`config.mk`:
```
export PLATFORM = sky130hd
export DESIGN_NAME = tdm_demux4
export DESIGN_NICKNAME = d
export VERILOG_FILES = /design/src/rtl/tdm_demux4.sv
export SDC_FILE = /design/constraint.sdc
export NUM_CORES = 1
export LEC_CHECK = 0
export ABC_AREA = 1
export BUFFER_PORTS_ARGS = -buffer_cell sky130_fd_sc_hd__clkbuf_2
export CAP_MARGIN = 20
export CORE_MARGIN = 8
export CORE_UTILIZATION = 55
export CTS_CLUSTER_DIAMETER = 40
export DETAILED_ROUTE_END_ITERATION = 16
export PLACE_DENSITY_LB_ADDON = 0.12
export SKIP_LAST_GASP = 1
export SLEW_MARGIN = 20
export SYNTH_ARGS = -nofsm -noshare
export SYNTH_HDL_FRONTEND = slang
export SYNTH_SLANG_ARGS = --single-unit
```
`constraint.sdc`:
```
create_clock -name clk -period 2.48 [get_ports clk]
set_clock_uncertainty 0.2 [all_clocks]
set_input_delay 0 -clock clk [delete_from_list [all_inputs] [get_ports clk]]
set_output_delay 0 -clock clk [all_outputs]
set_load 0.02 [all_outputs]
```
`src/rtl/tdm_demux4.sv`:
```
// rtl/tdm_demux4.sv - four-slot TDM demultiplexer with frame_sync hunting and realignment
module tdm_demux4 #(
    parameter int W = 8
) (
    input  logic         clk,
    input  logic         rst_n,
    input  logic [W-1:0] din,
    input  logic         din_valid,
    input  logic         frame_sync,
    output logic [W-1:0] Y0,
    output logic [W-1:0] Y1,
    output logic [W-1:0] Y2,
    output logic [W-1:0] Y3,
    output logic         frame_valid,
    output logic [1:0]   slot,
    output logic         locked,
    output logic         sync_err
);

    typedef enum logic {
        HUNT = 1'b0,
        LOCK = 1'b1
    } state_t;

    state_t       state_q, state_d;
    logic [1:0]   slot_q, slot_d;
    logic [W-1:0] sh0_q, sh0_d;
    logic [W-1:0] sh1_q, sh1_d;
    logic [W-1:0] sh2_q, sh2_d;
    logic [W-1:0] y0_q, y0_d;
    logic [W-1:0] y1_q, y1_d;
    logic [W-1:0] y2_q, y2_d;
    logic [W-1:0] y3_q, y3_d;
    logic         fv_q, fv_d;
    logic         se_q, se_d;

    // State, shadow and output registers; reset clears everything without waiting for clk
    always_ff @(posedge clk or negedge rst_n) begin
        if (!rst_n) begin
            state_q <= HUNT;
            slot_q  <= 2'd0;
            sh0_q   <= '0;
            sh1_q   <= '0;
            sh2_q   <= '0;
            y0_q    <= '0;
            y1_q    <= '0;
            y2_q    <= '0;
            y3_q    <= '0;
            fv_q    <= 1'b0;
            se_q    <= 1'b0;
        end else begin
            state_q <= state_d;
            slot_q  <= slot_d;
            sh0_q   <= sh0_d;
            sh1_q   <= sh1_d;
            sh2_q   <= sh2_d;
            y0_q    <= y0_d;
            y1_q    <= y1_d;
            y2_q    <= y2_d;
            y3_q    <= y3_d;
            fv_q    <= fv_d;
            se_q    <= se_d;
        end
    end

    // Framing FSM: idle cycles hold everything, only the pulses fall back to 0
    always_comb begin
        state_d = state_q;
        slot_d  = slot_q;
        sh0_d   = sh0_q;
        sh1_d   = sh1_q;
        sh2_d   = sh2_q;
        y0_d    = y0_q;
        y1_d    = y1_q;
        y2_d    = y2_q;
        y3_d    = y3_q;
        fv_d    = 1'b0;
        se_d    = 1'b0;
        if (din_valid) begin
            case (state_q)
                HUNT: begin
                    if (frame_sync) begin
                        sh0_d   = din;
                        slot_d  = 2'd1;
                        state_d = LOCK;
                    end
                end
                LOCK: begin
                    if (frame_sync) begin
                        // Sync on slot 0 is the normal frame start; anywhere else it realigns
                        se_d   = (slot_q != 2'd0);
                        sh0_d  = din;
                        slot_d = 2'd1;
                    end else if (slot_q == 2'd0) begin
                        se_d    = 1'b1;
                        state_d = HUNT;
                    end else if (slot_q == 2'd3) begin
                        // Whole frame moves to Y at once so no partial frame is ever visible
                        y0_d   = sh0_q;
                        y1_d   = sh1_q;
                        y2_d   = sh2_q;
                        y3_d   = din;
                        fv_d   = 1'b1;
                        slot_d = 2'd0;
                    end else begin
                        case (slot_q)
                            2'd1:    sh1_d = din;
                            2'd2:    sh2_d = din;
                            default: sh0_d = sh0_q;
                        endcase
                        slot_d = slot_q + 2'd1;
                    end
                end
                default: state_d = HUNT;
            endcase
        end
    end

    assign Y0          = y0_q;
    assign Y1          = y1_q;
    assign Y2          = y2_q;
    assign Y3          = y3_q;
    assign frame_valid = fv_q;
    assign sync_err    = se_q;
    assign slot        = slot_q;
    assign locked      = (state_q == LOCK);

endmodule

```
# Word-level counts from Yosys, hierarchy flattened
# Index checks and enable logic that the tools add are counted.
# word_totals
reg_bits,61
input_bits,12
wordCells,47
# classes
add_sub_neg,1
eq_ne,5
n_mux,19
bitwise,4
reduce_logical,7
# ops
operator,count
1-bit two-way mux,12
6-bit AND reduction,2
2-bit two-way mux,4
8-bit two-way mux,1
5-bit AND reduction,1
"2-bit equality test, second input constant",2
1-bit NOT,4
2-bit case mux with 2 select lines,1
"3-bit inequality test, second input constant",1
3-bit AND reduction,1
"2-bit by 1-bit adder with 2-bit output, second input constant",1
"2-bit by 1-bit equality test with 1-bit output, second input constant",1
2-bit logical NOT,1
"2-bit inequality test, second input constant",1
1-bit case mux with 2 select lines,1
2-bit AND reduction,1
2-bit nonzero test,1

# Logic depth before layout (Yosys ltp)
# Gate-level depths: netlist of the first run.
# logic_depth
word_depth,6
ltp_mapped,9
ltp_nobuf,8

# Worst setup path before layout of the first run
# Ideal clock, no wire load.
# synth_timing
kind,register to register
start,register slot_q[0] (netlist: slot[0])
end,register y1_q[3] (netlist: Y1[3])
setup_ns,0.123
arrival_ns,1.597
required_ns,2.157
setup_slack_ns,0.560
stages_incl_launch_ff,9
path_buffers,1
period_less_slack_ns,1.920
cell_sequence,dfrtp_1 inv_1 ha_1 inv_1 ha_1 nand2_1 clkbuf_1 o21ai_0 nand2_1
# synth_via
elab_chain_cells,3
elab_cells_between_ends,4
cone_classes,1 x eq/ne; 1 x bitwise; 2 x reduce/logical
# synth_lines
item,line_no,text
"start, declared",26,"logic [1:0] slot_q, slot_d;"
"start signal, assigned",53,slot_q <= slot_d;
2-bit logical NOT,94,end else if (slot_q == 2'd0) begin
1-bit NOT (no line),-,
5-bit AND reduction (no line) (*),-,
"end signal, assigned",58,y1_q <= y1_d;
"end, declared",31,"logic [W-1:0] y1_q, y1_d;"
# Every way passes the cells marked *; elsewhere a longest branch is shown, timed or not.
# A chain may end at the register's enable or synchronous reset.

# Final worst setup path of the first run
# layout_timing
start,register slot_q[0] (netlist: slot[0])
end,register y1_q[7] (netlist: Y1[7])
# Same word-level chain as after synthesis.

==> qor.yml, run 1 <==
status: "finished, final reports clean"
grt_pass1_vias: 2245
critPathCaptureType: "register"
io_buffers: 48
synth_compound_area_frac: 0.103
synth_edf_count: 0
die_w_microns: 86.3
cts_made_buffers: 9
die_h_microns: 86.3
drt_pass1_iterations: 4
grt_max_degree: 39
crit_required_ns: 2.50
p_leak_nw: 1.81
seq_area_frac_synth: 0.562
ys_ff_latch: 61
synth_top_cell_by_area: "dfrtp_1"
rrSetupSlack_ns: 0.50
synth_top_area_share: 0.562
worstSetupPathType: "register to register"
syn_to_final_growth_pct: 21.9
grt_pass1_wl_microns: 10600
cts_tree: "yes"
ys.flop_type: "dfrtp_1"
die_area_sq_um: 7450
syn_area_sq_um: 2720
grt-ovfl-total: 0
crit_fanout: 32
grt.total_usage: 0.183
drc: 0
synth_top_cells_by_area: "dfrtp_1 (56%), nand2_1 (15%), o21ai_0 (5.9%)"
cts.repair.resized: 0
insertion_delay_ns: 0.33
finalMaxSlewViolations: 0
dp_hpwl_microns: 3980
startpoint: "slot[0]"
drive_gt1_frac: 0.205
cts_buffer_depth: 2
drt-total-wl_microns: 6120
path_cells: "inv_1 -> ha_1 -> inv_1 -> ha_1 -> nand2_1 -> buf_4 -> o21ai_0 -> nand2_1"
fin_crit_sh: 0.797
start_util: 0.572
crit_slowest_cell: "dfrtp_1"
start_kind: "register"
r2r-start: "slot[0]"
nets: 380
cp.arrival_ns: 1.99
tns_ns: 0
cts.sink_count: 61
antenna_found_initial: 0
async_flop_share: 1.00
worstMarginPinSlew_ns: 0.633
vdd_drop_max_uv: 709
syn_inst: 303
path_buf_inv: 3
maxSlewHeadroom: 0.578
synth_common_cells: "nand2_1 (106), dfrtp_1 (61), o21ai_0 (32)"
fin_hold_ws_ns: 0.0125
vias: 2128
ios: 49
finalCriticalPeriod_ns: 1.98
fill_cells: 417
detail-route-antenna-nets: 0
yosys_warnings: 0
n_antenna_cell: 0
wl_per_cell_microns: 14.1
syn_nets: 322
dr.first_iter.drc_count: 144
root_buffer: "clkbuf_8"
synth_xor_area_frac: 0
max-cap-violations: 0
synth.most_common_cell: "nand2_1"
synth_cell_types: 18
rows: 25
via_per_inst: 4.91
rsz0062_at_grt: "false"
powerDensity_nw_per_um2: 1190
hold_viol_final: 0
yosys.area_share.simple: 0.234
hold_path.class: "input pin to asynchronous set/reset pin"
synth_top_family_by_area: "simple AND/OR/NAND/NOR gates"
synthAdderAreaFrac: 0.0322
path_delay_family: "buffers and inverters"
gp_congestion: 0.830
cp_slowest_stage_delay_ns: 0.43
core_sq_um: 4750
htreeDepth: 3
muxShareOfSynthArea: 0
finalSetupViolations: 0
syn_avg_cell_area_sq_um: 8.97
fmax_mhz: 506
clk_pin_slew_ns: 0.07
-- stage by stage --
stage                     power [mW]  worst slack (ns)  cell area (sq um)  utilization  cells
after floorplan                 2.54             0.560               2720            -    303
final                           3.95             0.505               3310        0.697    433
after detailed placement        2.99             0.501               2980        0.627    406
after global placement          2.95             0.596               2980        0.627    406
after global routing            4.26             0.317               3310        0.697    433
after CTS                       3.99             0.497               3310        0.697    433
-- worst register-to-register path: stages (launching register included) --
cell     delay [ns]
dfrtp_1        0.43
inv_1          0.11
ha_1           0.22
inv_1          0.08
ha_1           0.14
nand2_1        0.13
buf_4          0.26
o21ai_0        0.23
nand2_1        0.08
-- flip-flops by register name (all words and copies together) (netlist names) --
register / count
Y2: 8
slot: 2
sh2_q: 8
Y0: 8
sh0_q: 8
Y3: 8
sync_err: 1
frame_valid: 1
Y1: 8
locked: 1
sh1_q: 8
-- layout make-up --
type,count,area [sq um],share of cell area
clock buffers,10,138,0.0415
clock inverters,6,86.3,0.0261
inverters,26,97.6,0.0295
multi-input cells,202,1000,0.303
flip-flops and latches,61,1530,0.461
well taps,67,83.8,0.0253
repair buffers,61,378,0.114
-- cells in the final DEF, fill, tap and decap left out --
cell | netlist | final
nand3_1 | 30 | 30
o21bai_1 | 16 | 16
dfrtp_1 | 61 | 61
nor2_1 | 4 | 4
nor2_4 | 2 | 2
dlygate4sd3_1 | 0 | 11
nand2_1 | 106 | 106
nand2_4 | 1 | 1
clkbuf_8 | 0 | 10
clkinv_4 | 0 | 1
clkinvlp_4 | 0 | 1
buf_12 | 0 | 1
clkinv_2 | 0 | 2
o21ai_0 | 32 | 32
buf_4 | 0 | 1
bufinv_16 | 0 | 2
inv_1 | 24 | 24
nor2_8 | 1 | 1
ha_1 | 7 | 7
inv_2 | 2 | 2
clkbuf_2 | 2 | 48
nand2_2 | 3 | 3
-- repair_timing --
action | in CTS | in global routing
endpoints found under the hold margin | 96 | 0
buffers inserted | 0 | 0
hold buffers | 11 | 0
-- per-layer routing --
metal,routed length [microns],global-route usage
met2,2850,0.286
met3,340,0.0595
met4,87,0.0829
met1,2850,0.225
met5,0,0
-- path summary, 6_finish.rpt --
kind                            endpoint  depth (start not counted)
max in group asynchronous       sh1_q[1]                          3
worst min register to register  sh0_q[3]                          2
worst max-delay path               Y1[7]                          8
worst min-delay path               Y0[3]                          2
min in group clk                sh0_q[3]                          2
worst max register to register     Y1[7]                          8
-- logic make-up after synthesis --
group                      after synthesis
AOI/OAI and AO/OA                       48
adders and majority gates                7
DFF                                     61
buffers and inverters                   40
and+or+nand+nor                        147
-- where the power goes --
part	leakage, nW	switching, mW	internal (mW)
combinational	0.937	0.944	0.449
clock	0.112	0.382	0.591
sequential	0.762	0.220	1.36
Note: power is estimated with default switching activity, not from simulation.
==> inputs of run 2 (changes only) <==
CORE_UTILIZATION = 50   (was 55)
clock period = 1.8 ns   (was 2.48 ns; I/O delays follow)
==> run 2 against run 1 <==
Effect of this change: combinational power increased by 54%; setup slack got worse by 0.43 ns; via count increased by 2.2%; fmax increased by 15%; highest routed layer unchanged.
==> qor.yml, run 2 (synthesis gave the netlist of run 1 again) <==
finalCriticalPeriod_ns: 1.72
cts_tree: "yes"
power.total_mw: 5.38
powerDensity_nw_per_um2: 1570
die_h_microns: 89.7
crit_required_ns: 1.81
dp_hpwl_microns: 4200
fmax_mhz: 581
syn_to_final_growth_pct: 26.3
vias: 2174
gp_congestion: 0.826
maxSlewHeadroom: 0.737
fin_crit_sh: 0.957
worstMarginPinSlew_ns: 0.393
critPathCaptureType: "register"
fin_hold_ws_ns: 0.0172
die_area_sq_um: 8050
drc: 0
start_util: 0.506
layout_common_cells: "nand2_1 (105), dfrtp_1 (59), clkbuf_2 (48)"
cts_buffer_depth: 2
n_antenna_cell: 0
insertion_delay_ns: 0.32
wl_per_cell_microns: 14.5
grt.total_usage: 0.167
detail-route-antenna-nets: 0
ios: 49
drt_pass1_iterations: 4
layout_setup_ws_ns: 0.0782
core_sq_um: 5370
cp.arrival_ns: 1.73
drive_gt1_frac: 0.237
die_w_microns: 89.7
finalMaxSlewViolations: 0
worstSetupPathType: "register to register"
cts.sink_count: 61
clk_pin_slew_ns: 0.07
rrSetupSlack_ns: 0.08
worst_r2r_path_depth: 9
htreeDepth: 3
r2r-end: "Y1[3]"
grt-ovfl-total: 0
status: "finished, final reports clean"
hold_path.class: "input pin to asynchronous set/reset pin"
antenna_found_initial: 0
max-cap-violations: 0
vdd_drop_max_uv: 989
final_cells: 448
r2r-start: "slot[0]"
hold_viol_final: 0
via_per_inst: 4.85
grt_pass1_vias: 2264
crit_fanout: 6
layout_commonest_cell: "nand2_1"
final_cell_area_sq_um: 3430
start_kind: "register"
place_ws_ns: 0.0118
rows: 27
io_buffers: 48
nets: 390
finalSetupViolations: 0
dr.first_iter.drc_count: 114
p_leak_nw: 1.85
grt_max_degree: 62
dp_cells: 417
grt_pass1_wl_microns: 11100
dpl_cell_area_sq_um: 3040
cts_made_buffers: 9
root_buffer: "clkbuf_8"
drt-total-wl_microns: 6500
run 2: timing repair:
action | 4_1_cts | 5_1_grt
gates resized for setup | 2 | 20
hold endpoints to repair | 96 | 0
setup buffers | 0 | 2
pin swaps | 0 | 1
endpoints found under the setup margin | 16 | 32
hold buffers | 11 | 0
gates cloned | 1 | 1
run 2: metrics by stage:
step | utilization | setup TNS, ns
floorplan | - | 0
global placement | 0.565 | 0
detailed placement | 0.565 | 0
CTS | 0.622 | -0.00706
global route | 0.639 | -0.00897
finish | 0.639 | 0
run 2: layout make-up:
class                      count  area [sq um]
tap                           72          90.1
fill                         491          1940
sequential                    61          1530
multi-input combinational    203          1050
timing repair buffer          70           492
inverter                      26          97.6
clock inverter                 4          22.5
clock buffer                  12           155
run 2: worst max path at each step:
stage / startpoint / endpoint / slack (ns) / cells after the start
2_1_floorplan: slot[0] / Y1[3] / 0.05 / 8
3_3_place_gp: slot[0] / Y2[1] / 0.05 / 8
3_5_place_dp: slot[0] / Y2[4] / 0.01 / 8
4_1_cts: slot[0] / Y3[5] / -0.004 / 8
5_1_grt: slot[0] / Y1[3] / -0.005 / 9
6_report: slot[0] / Y1[3] / 0.08 / 9
run 2: routing by layer:
metal  global-route usage  part of all wire  up-vias  wire length [microns]
met5                    0                 0        -                      0
met4               0.0677             0.013        0                     86
met3               0.0407             0.049        8                    320
met2                0.267              0.47       47                   3050
met1                0.209              0.47     1017                   3040
li1                     -                 -     1102                      -
run 2: power by group:
| part | switching [mW] | total (mW) | internal (mW) |
|---|---|---|---|
| combinational | 1.40 | 2.14 | 0.744 |
| sequential | 0.267 | 2.15 | 1.88 |
| clock | 0.519 | 1.09 | 0.568 |
run 2: worst max-delay path, stage by stage, from the launching register on:
cell and delay (ns):
dfrtp_2 0.40, inv_1 0.09, ha_2 0.19, inv_1 0.08, ha_4 0.18, nand2_8 0.12, nor2_4 0.06, buf_4 0.17
nand2_2 0.05, nand2_1 0.06
==> inputs of run 3 (changes only) <==
CORE_UTILIZATION = 35   (was 50)
==> run 3 against run 2 <==
Effect of this change: sequential power barely moved; total power rose by 5.8%; flip-flop and latch count did not move; critical path type unchanged; critical endpoint is now Y2[3].
==> qor.yml, run 3 (synthesis gave the netlist of run 1 again) <==
status: "finished, final reports clean"
grt_pass1_wl_microns: 12000
antenna_found_initial: 0
worstMarginPinSlew_ns: 0.431
fill_cells: 786
fin_hold_ws_ns: 0.272
nets: 392
r2r-start: "slot[0]"
clk_pin_slew_ns: 0.07
drc: 0
grt_pass1_vias: 2236
wl_per_cell_microns: 15.1
path_cells: "inv_1 -> ha_1 -> inv_1 -> ha_4 -> nand2_8 -> clkbuf_16 -> o21ai_0 -> nand2_1"
max-cap-violations: 0
dp_hpwl_microns: 4500
cts_made_buffers: 9
finalSetupViolations: 0
layout_common_cells: "nand2_1 (105), dfrtp_1 (59), clkbuf_2 (48)"
hold_path.class: "register to register"
start_util: 0.357
via_per_inst: 4.61
fin_crit_sh: 0.963
drt-total-wl_microns: 7260
finalCriticalPeriod_ns: 1.73
crit_required_ns: 1.84
insertion_delay_ns: 0.35
syn_to_final_growth_pct: 29.7
cp.arrival_ns: 1.77
drive_gt1_frac: 0.238
start_kind: "register"
die_area_sq_um: 10800
whs_path_depth: 2
grt.total_usage: 0.137
gp_congestion: 0.749
critPathCaptureType: "register"
cts_tree: "yes"
ios: 49
path_common_cell: "inv_1"
dr.first_iter.drc_count: 147
vias: 2214
power.total_mw: 5.70
fmax_mhz: 577
hold_path_end: "sh0_q[4]"
hp-start: "sh0_q[4]"
io_buffers: 48
rows: 32
grt-ovfl-total: 0
vdd_drop_max_uv: 577
crit_slowest_cell: "dfrtp_2"
rrSetupSlack_ns: 0.07
maxSlewHeadroom: 0.712
die_w_microns: 104
hold_viol_final: 0
worst_r2r_path_depth: 8
detail-route-antenna-nets: 0
grt_max_degree: 62
n_antenna_cell: 0
place_ws_ns: -0.00765
crit_fanout: 16
htreeDepth: 3
path_buf_inv: 3
powerDensity_nw_per_um2: 1620
cp_slowest_stage_delay_ns: 0.36
finalMaxSlewViolations: 0
root_buffer: "clkbuf_8"
core_sq_um: 7610
worstSetupPathType: "register to register"
path_delay_family: "adder cells"
r2r-end: "Y2[3]"
p_leak_nw: 1.88
layout_setup_ws_ns: 0.0663
layout_commonest_cell: "nand2_1"
drt_pass1_iterations: 4
cts_buffer_depth: 2
cts.sink_count: 61
die_h_microns: 104
## run 3: tightest hold or removal path: stages, from the launching register on
cell and delay, ns:
dfrtp_1 0.34, nand2_1 0.05, nand2_1 0.04
## run 3: report_power, final
part	total (mW)	internal, mW	switching, mW
logic	2.16	0.745	1.42
clock network	1.37	0.783	0.590
registers	2.16	1.88	0.280
## run 3: metal layers
layer / track usage / up-vias / wire, microns
met4: 0.0683 / 0 / 145
met5: 0 / - / 0
met2: 0.201 / 51 / 3230
met3: 0.0378 / 13 / 368
li1: - / 1104 / -
met1: 0.181 / 1046 / 3510
## run 3: layout make-up
class                           count  area [sq um]  share of cell area
Sequential cell                    61          1530               0.434
Timing Repair Buffer               72           505               0.143
Inverter                           26          97.6              0.0277
Multi-Input combinational cell    203          1040               0.296
Clock buffer                        9           124              0.0351
Clock inverter                      7          97.6              0.0277
Tap cell                          102           128              0.0362
## run 3: how the worst max path moves through the flow
stage	from	endpoint	slack, ns	cells after the start
after floorplan	slot[0]	Y1[3]	0.05	8
after global placement	slot[0]	Y1[0]	0.02	8
after global routing	slot[0]	Y1[6]	-0.003	8
after detailed placement	slot[0]	Y1[0]	-0.008	8
final	slot[0]	Y2[3]	0.07	8
after CTS	slot[0]	Y3[3]	0.005	8
## run 3: timing repair
action / 4_1_cts / 5_1_grt
hold buffers: 12 / 0
setup buffers: 3 / 0
endpoints found under the setup margin: 9 / 32
gates resized for setup: 2 / 8
endpoints found under the hold margin: 96 / 0
pin swaps: 2 / 1
cloned: 1 / 1
## run 3: stage by stage
stage                     setup TNS, ns  instance area (sq um)  std cells  utilization
after floorplan                       0                   2730        303            -
after global placement                0                   3070        447        0.404
after detailed placement       -0.00793                   3070        447        0.404
after CTS                             0                   3470        479        0.456
after global routing           -0.00328                   3520        480        0.463
final                                 0                   3520        480        0.463
